**src/rtl/sensor_sample_sched_pkg.sv**
```systemverilog
// Shared types and default sizing for the periodic light-sensor sampler.
// Latency: n/a (types, constants and a helper function only).
// Backpressure: n/a.
package sensor_sample_sched_pkg;

   localparam int DEF_ADDR_W   = 4;
   localparam int DEF_PERIOD_W = 16;
   localparam int DEF_AVG_LOG2 = 2;
   localparam int DEF_TIMEOUT  = 64;
   localparam int DEF_GAP      = 4;

   localparam int DATA_W = 8;

   typedef enum logic [2:0] {
      ST_IDLE    = 3'd0,
      ST_WAIT    = 3'd1,
      ST_REQ     = 3'd2,
      ST_CAPTURE = 3'd3,
      ST_WRITE   = 3'd4,
      ST_RELEASE = 3'd5
   } state_e;

   // Sample counter sticks at all-ones rather than wrapping.
   function automatic logic [15:0] sat_inc16(input logic [15:0] v);
      return (v == 16'hFFFF) ? v : v + 16'd1;
   endfunction

endpackage

```
**src/rtl/sample_avg_acc.sv**
```systemverilog
// Block averager: sums 2^AVG_LOG2 bytes and publishes the truncated mean.
// Latency: avg_o/avg_valid_o update one cycle after the add that closes a window.
// Backpressure: none; every add_i strobe is absorbed in its cycle.
module sample_avg_acc
   import sensor_sample_sched_pkg::*;
#(
   parameter int AVG_LOG2 = DEF_AVG_LOG2
) (
   input  logic              clk,
   input  logic              rst,
   input  logic              add_i,
   input  logic [DATA_W-1:0] data_i,
   output logic [DATA_W-1:0] avg_o,
   output logic              avg_valid_o
);

   localparam int ACC_W = DATA_W + AVG_LOG2;
   localparam int WIN_W = (AVG_LOG2 > 0) ? AVG_LOG2 : 1;
   localparam logic [WIN_W-1:0] WIN_LAST = WIN_W'((1 << AVG_LOG2) - 1);

   logic [ACC_W-1:0]  acc_q;
   logic [ACC_W-1:0]  sum;
   logic [WIN_W-1:0]  win_q;
   logic [DATA_W-1:0] avg_q;
   logic              avg_vld_q;

   // Accumulator is wide enough that a full window of 8'hFF cannot overflow.
   assign sum = acc_q + ACC_W'(data_i);

   // Accumulate each strobed byte; on the last byte of a window publish and restart.
   always_ff @(posedge clk or posedge rst) begin
      if (rst) begin
         acc_q     <= '0;
         win_q     <= '0;
         avg_q     <= '0;
         avg_vld_q <= 1'b0;
      end else begin
         avg_vld_q <= 1'b0;
         if (add_i) begin
            if (win_q == WIN_LAST) begin
               avg_q     <= DATA_W'(sum >> AVG_LOG2);
               avg_vld_q <= 1'b1;
               acc_q     <= '0;
               win_q     <= '0;
            end else begin
               acc_q <= sum;
               win_q <= win_q + 1'b1;
            end
         end
      end
   end

   assign avg_o       = avg_q;
   assign avg_valid_o = avg_vld_q;

endmodule

```
**src/rtl/sensor_sample_sched.sv**
```systemverilog
// Periodic SPI frame requester that logs results to a ring buffer and averages them.
// Latency: spi_valid rises period_cfg cycles after WAIT entry; mem_we 2 cycles after spi_ready.
// Backpressure: holds spi_valid until spi_ready or TIMEOUT; waits out a stuck-high spi_ready.
module sensor_sample_sched
   import sensor_sample_sched_pkg::*;
#(
   parameter int ADDR_W   = DEF_ADDR_W,
   parameter int PERIOD_W = DEF_PERIOD_W,
   parameter int AVG_LOG2 = DEF_AVG_LOG2,
   parameter int TIMEOUT  = DEF_TIMEOUT,
   parameter int GAP      = DEF_GAP
) (
   input  logic                clk,
   input  logic                rst,
   input  logic                enable,
   input  logic [PERIOD_W-1:0] period_cfg,
   output logic                spi_valid,
   input  logic                spi_ready,
   input  logic [DATA_W-1:0]   spi_data,
   output logic                mem_we,
   output logic [ADDR_W-1:0]   mem_addr,
   output logic [DATA_W-1:0]   mem_wdata,
   output logic [DATA_W-1:0]   avg_out,
   output logic                avg_valid,
   output logic [15:0]         sample_cnt,
   output logic                timeout_err,
   output logic                busy
);

   localparam int TO_W  = $clog2(TIMEOUT + 1);
   localparam int GAP_W = $clog2(GAP + 1);
   localparam logic [TO_W-1:0]  TO_LAST  = TO_W'(TIMEOUT - 1);
   localparam logic [GAP_W-1:0] GAP_LAST = GAP_W'(GAP - 1);

   state_e              state_q, state_d;
   logic [PERIOD_W-1:0] per_q, per_d, per_init;
   logic [TO_W-1:0]     to_q, to_d;
   logic [GAP_W-1:0]    gap_q, gap_d;
   logic [DATA_W-1:0]   data_q;
   logic [ADDR_W-1:0]   ptr_q;
   logic [15:0]         cnt_q;
   logic                err_q;
   logic                en_q;
   logic                cap_en;
   logic                wr_en;
   logic                to_hit;

   // A zero period would never reach the "count at 1" exit, so it runs as 1.
   assign per_init = (period_cfg == '0) ? PERIOD_W'(1) : period_cfg;

   // Next-state and timer control; enable is deliberately ignored from REQ through WRITE.
   always_comb begin
      state_d = state_q;
      per_d   = per_q;
      to_d    = to_q;
      gap_d   = gap_q;
      cap_en  = 1'b0;
      wr_en   = 1'b0;
      to_hit  = 1'b0;
      unique case (state_q)
         ST_IDLE: begin
            if (enable) begin
               per_d   = per_init;
               state_d = ST_WAIT;
            end
         end
         ST_WAIT: begin
            if (!enable) begin
               state_d = ST_IDLE;
            end else if (per_q <= PERIOD_W'(1)) begin
               to_d    = '0;
               state_d = ST_REQ;
            end else begin
               per_d = per_q - PERIOD_W'(1);
            end
         end
         ST_REQ: begin
            if (spi_ready) begin
               cap_en  = 1'b1;
               state_d = ST_CAPTURE;
            end else if (to_q == TO_LAST) begin
               to_hit  = 1'b1;
               gap_d   = '0;
               state_d = ST_RELEASE;
            end else begin
               to_d = to_q + 1'b1;
            end
         end
         ST_CAPTURE: begin
            state_d = ST_WRITE;
         end
         ST_WRITE: begin
            wr_en   = 1'b1;
            gap_d   = '0;
            state_d = ST_RELEASE;
         end
         ST_RELEASE: begin
            if (gap_q != GAP_LAST) begin
               gap_d = gap_q + 1'b1;
            end else if (!spi_ready) begin
               if (enable) begin
                  per_d   = per_init;
                  state_d = ST_WAIT;
               end else begin
                  state_d = ST_IDLE;
               end
            end
         end
         default: begin
            state_d = ST_IDLE;
         end
      endcase
   end

   // State and timer registers.
   always_ff @(posedge clk or posedge rst) begin
      if (rst) begin
         state_q <= ST_IDLE;
         per_q   <= '0;
         to_q    <= '0;
         gap_q   <= '0;
      end else begin
         state_q <= state_d;
         per_q   <= per_d;
         to_q    <= to_d;
         gap_q   <= gap_d;
      end
   end

   // Data byte is taken on the handshake edge itself, while spi_data is known valid.
   always_ff @(posedge clk or posedge rst) begin
      if (rst) begin
         data_q <= '0;
         ptr_q  <= '0;
         cnt_q  <= '0;
      end else begin
         if (cap_en) begin
            data_q <= spi_data;
         end
         if (wr_en) begin
            ptr_q <= ptr_q + 1'b1;
            cnt_q <= sat_inc16(cnt_q);
         end
      end
   end

   // Sticky timeout flag; a new timeout outranks a simultaneous enable fall.
   always_ff @(posedge clk or posedge rst) begin
      if (rst) begin
         err_q <= 1'b0;
         en_q  <= 1'b0;
      end else begin
         en_q <= enable;
         if (to_hit) begin
            err_q <= 1'b1;
         end else if (en_q && !enable) begin
            err_q <= 1'b0;
         end
      end
   end

   sample_avg_acc #(
      .AVG_LOG2 (AVG_LOG2)
   ) u_avg (
      .clk         (clk),
      .rst         (rst),
      .add_i       (wr_en),
      .data_i      (data_q),
      .avg_o       (avg_out),
      .avg_valid_o (avg_valid)
   );

   assign spi_valid   = (state_q == ST_REQ);
   assign mem_we      = (state_q == ST_WRITE);
   assign mem_addr    = ptr_q;
   assign mem_wdata   = data_q;
   assign sample_cnt  = cnt_q;
   assign timeout_err = err_q;
   assign busy        = (state_q != ST_IDLE);

endmodule

```
**config.mk**
```make
export PLATFORM = sky130hd
export DESIGN_NAME = sensor_sample_sched
export DESIGN_NICKNAME = d
export VERILOG_FILES = /design/src/rtl/sensor_sample_sched_pkg.sv /design/src/rtl/sample_avg_acc.sv /design/src/rtl/sensor_sample_sched.sv
export SDC_FILE = /design/constraint.sdc
export NUM_CORES = 1
export LEC_CHECK = 0
export ABC_AREA = 1
export BUFFER_PORTS_ARGS = -buffer_cell sky130_fd_sc_hd__clkbuf_2
export CAP_MARGIN = 20
export CORE_MARGIN = 2
export CORE_UTILIZATION = 50
export DETAILED_ROUTE_END_ITERATION = 8
export PLACE_DENSITY = 0.78
export SKIP_CTS_REPAIR_TIMING = 1
export SLEW_MARGIN = 20
export SYNTH_ARGS = -nofsm -noshare
export SYNTH_HDL_FRONTEND = slang
export SYNTH_SLANG_ARGS = --single-unit
```
**constraint.sdc**
```tcl
create_clock -name clk -period 3.3 [get_ports clk]
set_input_delay 0.495 -clock clk [delete_from_list [all_inputs] [get_ports clk]]
set_output_delay 0.495 -clock clk [all_outputs]
set_load 0.02 [all_outputs]
```
# Word-level counts from Yosys, hierarchy flattened
# Index checks and enable logic that the tools add are counted.
[classes]
n_addsub = 7
n_lt_le_gt_ge = 1
eq_ne = 21
mux = 37
n_bitwise = 1
reduce_logical = 15
[ops]
columns = ["operator", "count"]
rows = [
  ["2-to-1 mux 16 bit", 6],
  ["case mux 16 bit (3 select lines)", 1],
  ["2-to-1 mux 3 bit", 10],
  ["2-to-1 mux 7 bit", 4],
  ["!= test 2 bit, second input constant", 9],
  ["case mux 3 bit (6 select lines)", 1],
  ["adder 16 x 1 -> 16 bit, second input constant", 1],
  ["equality test 16 bit, second input constant", 1],
  ["less-or-equal comparator 16 x 1 -> 1 bit, second input constant", 1],
  ["zero test 16 bit", 1],
  ["subtractor 16 x 1 -> 16 bit, second input constant", 1],
  ["AND reduction 5 bit", 3],
  ["case mux 7 bit (2 select lines)", 1],
  ["2-to-1 mux 1 bit", 11],
  ["adder 10 x 8 -> 10 bit", 1],
  ["2-to-1 mux 10 bit", 1],
  ["case mux 3 bit (3 select lines)", 1],
  ["nonzero test 3 bit", 3],
  ["adder 7 x 1 -> 7 bit, second input constant", 1],
  ["equality test 7 x 6 -> 1 bit, second input constant", 1],
  ["equality test 3 x 2 -> 1 bit, second input constant", 2],
  ["equality test 3 bit, second input constant", 2],
  ["adder 4 x 1 -> 4 bit, second input constant", 1],
  ["AND reduction 2 bit", 2],
  ["15 further kinds", 16],
]
[totals]
register_bits = 80
in_bits = 28
out_inout_bits = 41
wordCells = 95

# Longest topological paths before layout
[depth]
ltp_word = 6
depth_mapped = 10
depth_no_buf = 10

# Hierarchy
# A second synthesis with hierarchy kept.
[hier_totals]
hier_cells = 652
hier_area_um2 = 4840.9
[by_module_without_submodules]
columns = ["module", "n_inst", "cells_each", "area_each_um2", "seq_area_each_um2"]
rows = [
  ["sensor_sample_sched", 1, 501, 3636.0, 1476.4],
  ["sample_avg_acc", 1, 151, 1204.9, 525.5],
]

# Worst setup path before layout
# No wires, ideal clock.
[synth_timing]
path_kind = "register -> register"
start = "register data_q[0] (netlist: mem_wdata[0])"
end = "register u_avg.acc_q[6]"
setup_ns = 0.117
arrival_ns = 1.750
required_time_ns = 3.183
path_slack_ns = 1.433
stages_incl_launch_ff = 10
path_buffers = 0
synth_period_minus_slack_ns = 1.867
cell_sequence = "dfrtp_1 ha_1 inv_1 fa_1 o21ai_0 nand2_1 nand2_1 nand2_1 nand3_1 nand2_1"
[synth_between]
elab_chain_len = 2
[synth_lines]
columns = ["item", "line_no", "text"]
rows = [
  ["start, declared", "sensor_sample_sched.sv:39", "logic [DATA_W-1:0] data_q;"],
  ["start signal, assigned", "sensor_sample_sched.sv:138", "data_q <= spi_data;"],
  ["adder 10 x 8 -> 10 bit", "sample_avg_acc.sv:28", "assign sum = acc_q + ACC_W'(data_i);"],
  ["2-to-1 mux 10 bit", "sample_avg_acc.sv:40", "if (win_q == WIN_LAST) begin"],
  ["end signal, assigned", "sample_avg_acc.sv:46", "acc_q <= sum;"],
  ["end, declared", "sample_avg_acc.sv:21", "logic [ACC_W-1:0] acc_q;"],
]
# Every way passes these cells.
# A chain may end at the register's enable or synchronous reset.

# Final worst setup path
[layout_timing]
start = "register state_q[1]"
end = "register per_q[1]"
[layout_between]
elab_chain_len = 3
elab_cells_between_ends = 10
classes_between = "eq/ne: 6; mux: 1; reduce/logical: 3"
[layout_lines]
columns = ["item", "line_no", "text"]
rows = [
  ["start, declared", "sensor_sample_sched.sv:35", "state_e state_q, state_d;"],
  ["start signal, assigned", "sensor_sample_sched.sv:123", "state_q <= state_d;"],
  ["equality test 3 x 1 -> 1 bit (tied with other cells)", "sensor_sample_sched.sv:60", "unique case (state_q)"],
  ["!= test 2 bit (no line) / nonzero test 3 bit (equally long branches)", "--", ""],
  ["AND reduction 5 bit (no line)", "--", ""],
  ["end signal, assigned", "sensor_sample_sched.sv:124", "per_q <= per_d;"],
  ["end, declared", "sensor_sample_sched.sv:36", "logic [PERIOD_W-1:0] per_q, per_d, per_init;"],
]
# Several ways; a longest one is shown, not always the timed one.

==> results.yml <==
synthesis:
  synth-edff-count: 0
  syn-num-nets: 698
  synthCells: 653
  yosys_register_bits: 80
  synth_top_flop_cell: "dfrtp_1"
  synth_area_um2: 4790
  synthArstFlopShare_pct: 100
  synth.avg_cell_area_um2: 7.33
  synth_cell_type_count: 42
  yosysWarningCount: 0
  yosysSeqAreaShare_pct: 41.8
critical_path:
  path_cells: "inv_1 -> nand3_2 -> inv_2 -> nand3_1 -> nand2_2 -> inv_2 -> nand2_1 -> o21ai_2"
  max_stage_delay_ns: 0.41
  cp_common_cell: "inv_2"
  path_class: "flop to flop"
  worstPathArrival_ns: 2.53
  startpoint_type: "flop"
  r2r_cells: 8
  end_kind: "flop"
  critPathMaxFanout: 26
  worstPathRequired_ns: 3.54
  slowest_stage: "dfrtp_1"
clock_network:
  insertion_delay_ns: 0.35
  clk_path_buf_depth: 2
  cts_sinks: 80
  numCtsBuffers: 9
  cts_tree: "done"
  cts-root-buf: "clkbuf_8"
  cts.clk_slew.worst_paths_ns: 0.09
  htreeDepth: 3
final_layout:
  area_growth_pct: 14.0
  multi_input_area_um2: 2490
  regArea_um2: 2000
  drive_gt1_share_pct: 16.1
  final_nets: 767
  stdcell_count: 856
  n_fill_cell: 876
  n_antenna_cell: 0
floorplan:
  io_pins: 69
  initial_core_util_pct: 51.6
  die_area_um2: 10400
  die_h_um: 102
  design.core.area_um2: 9280
  rows: 35
  die_x_um: 102
timing:
  clock.fmax_mhz: 436
  rsz0062_at_grt: "false"
  worst-slew-pin-transition_ns: 0.513
  layout_min_cycle_time_ns: 2.29
  hold_violations: 0
  relSlewSlack_pct: 65.8
  final-setup-viol-count: 0
  tns_ns: 0
  slew_violations: 0
  period_share_pct: 69.5
  skew_ns: 0.0102
global_route:
  grt_pass1_wl_um: 18400
  grt_pass1_vias: 4179
  antenna_found_initial: 0
  track_usage_pct: 21.9
  grt.overflow.total: 0
  grt_start_max_net_pins: 32
drt:
  vias: 4355
  drc_errors: 0
  firstDrtPassIters: 4
  drtAntennaViolNets: 0
  drt_wl_total_um: 10500
  wl_per_cell_um: 12.3
  dr.first_iter.drc_count: 214
  viasPerCell: 5.09
placement:
  dp.cells: 840
  hpwlAfterDp_um: 7850
  portBuffers: 68
  gp_congestion: 0.926
status:
  status: "finished, final reports clean"
power_and_ir_drop:
  ir_worst_vdd_v: 0.000325
  total_power_uw: 4590
  p_sw_share_pct: 44.5
  comb_power_share_pct: 44.5
  leakage_uw: 0.00285
  p_sw_uw: 2040
  power_density_nw_per_um2: 841
  p_seq_share_pct: 36.0
  p_int_uw: 2550
  clockPowerShare_pct: 19.5
min_path:
  hold_class: "input pin to asynchronous set/reset pin"
run:
  cap_violations: 0
-- worst max-delay path: cells and delay by family (launching register included) --
kind / cells / cell delay [ns]
DFF: 1 / 0.41
and+or+nand+nor: 4 / 0.89
buffers and inverters: 3 / 0.80
AOI/OAI and AO/OA: 1 / 0.06
-- metal layers --
layer / track usage (%) / vias up / wire length [um]
met5: 0 / - / 0
met2: 37.6 / 104 / 4950
met4: 7.90 / 0 / 159
met3: 3.42 / 14 / 525
met1: 28.1 / 2018 / 4870
li1: - / 2219 / -
-- cells in the mapped netlist (2+ instances only) --
cell type	instances	share of area (%)
nand2_1	250	20
dfrtp_1	80	42
nor2_1	80	6.3
nand3_1	48	5.0
inv_1	44	3.4
o21ai_0	22	2.3
ha_1	16	4.2
xor2_1	11	2.0
inv_2	10	0.78
xnor2_1	10	1.8
o21ai_1	9	0.94
a21oi_1	8	0.84
nand3b_1	8	1.3
nand4_1	6	0.78
buf_2	5	0.52
o21ai_2	5	0.91
buf_6	4	0.94
buf_4	3	0.47
nand2_2	3	0.39
nand3_2	3	0.63
nor2_2	3	0.39
nor3b_1	3	0.47
o22ai_1	2	0.26
or2_1	2	0.26
-- final cells by class --
cell class              instances  share of cell area [%]
repair buffers                 70                    6.51
well taps                     129                    2.96
inverters                      54                    3.74
flip-flops and latches         80                    36.7
multi-input cells             507                    45.6
clock inverters                 5                    1.90
clock buffers                  11                    2.59
-- power by group through the flow --
stage               sequential (uW)  clock (uW)  combinational [uW]
global route                   1700         966                2330
global placement               1650           0                1970
CTS                            1650         913                2040
detailed placement             1660           0                2030
floorplan                      1760           0                1430
finish                         1650         898                2040
-- metrics by stage --
step           hold WS, ns  instance area (um^2)  utilization (%)  worst slack [ns]
6_report            0.0913                  5460             58.8              1.01
5_1_grt              0.114                  5460             58.8             0.873
4_1_cts             0.0974                  5460             58.8              1.03
3_5_place_dp         0.467                  5220             56.2              1.05
3_3_place_gp         0.457                  5220             56.2              1.11
2_1_floorplan        0.446                  4790                -             0.753
-- cells by family after synthesis --
kind of cell	share of synthesized area [%]
compound gates	6.61
simple gates	37.0
xor+xnor	3.84
fa+ha+maj	4.60
buf+inv	6.17
flops	41.8
-- path summary, 6_finish.rpt --
path / slack (ns) / to / startpoint
setup / recovery: 1.01 / per_q[1]$_DFFE_PP0P_ / state_q[1]$_DFFE_PP0P_
hold / removal: 0.09 / per_q[11]$_DFFE_PP0P_ / rst
setup reg to reg: 1.01 / per_q[1]$_DFFE_PP0P_ / state_q[1]$_DFFE_PP0P_
hold reg to reg: 0.48 / u_avg.win_q[1]$_DFFE_PP0P_ / u_avg.win_q[1]$_DFFE_PP0P_
max in group asynchronous: 2.47 / u_avg.avg_o[6]$_DFFE_PP0P_ / rst
min in group clk: 0.32 / en_q$_DFF_PP0_ / enable
-- sequential cells by signal, indices dropped and copies added, names as in the netlist --
| name | count |
|---|---|
| per_q | 16 |
| sample_cnt | 16 |
| u_avg.acc_q | 10 |
| mem_wdata | 8 |
| u_avg.avg_o | 8 |
| to_q | 7 |
| mem_addr | 4 |
| gap_q | 3 |
| state_q | 3 |
| u_avg.win_q | 2 |
| en_q | 1 |
| timeout_err | 1 |
| u_avg.avg_valid_o | 1 |
-- layout by cell type, fill, tap and decap left out, drive strengths merged, types with 2 or more instances in the layout --
master	Yosys	routed
a21oi	9	9
ha	16	16
inv	54	53
nand2	254	254
o21ai	36	36
nand3	51	51
xor2	11	11
o22ai	2	2
bufinv	0	3
dfrtp	80	80
nand4	6	6
nor3	3	3
or2	3	3
nor3b	3	3
xnor2	10	10
clkbuf	0	79
nor2	85	85
buf	12	2
nand3b	8	8
clkinv	0	3
No activity file was read; power rests on OpenSTA's default activity.
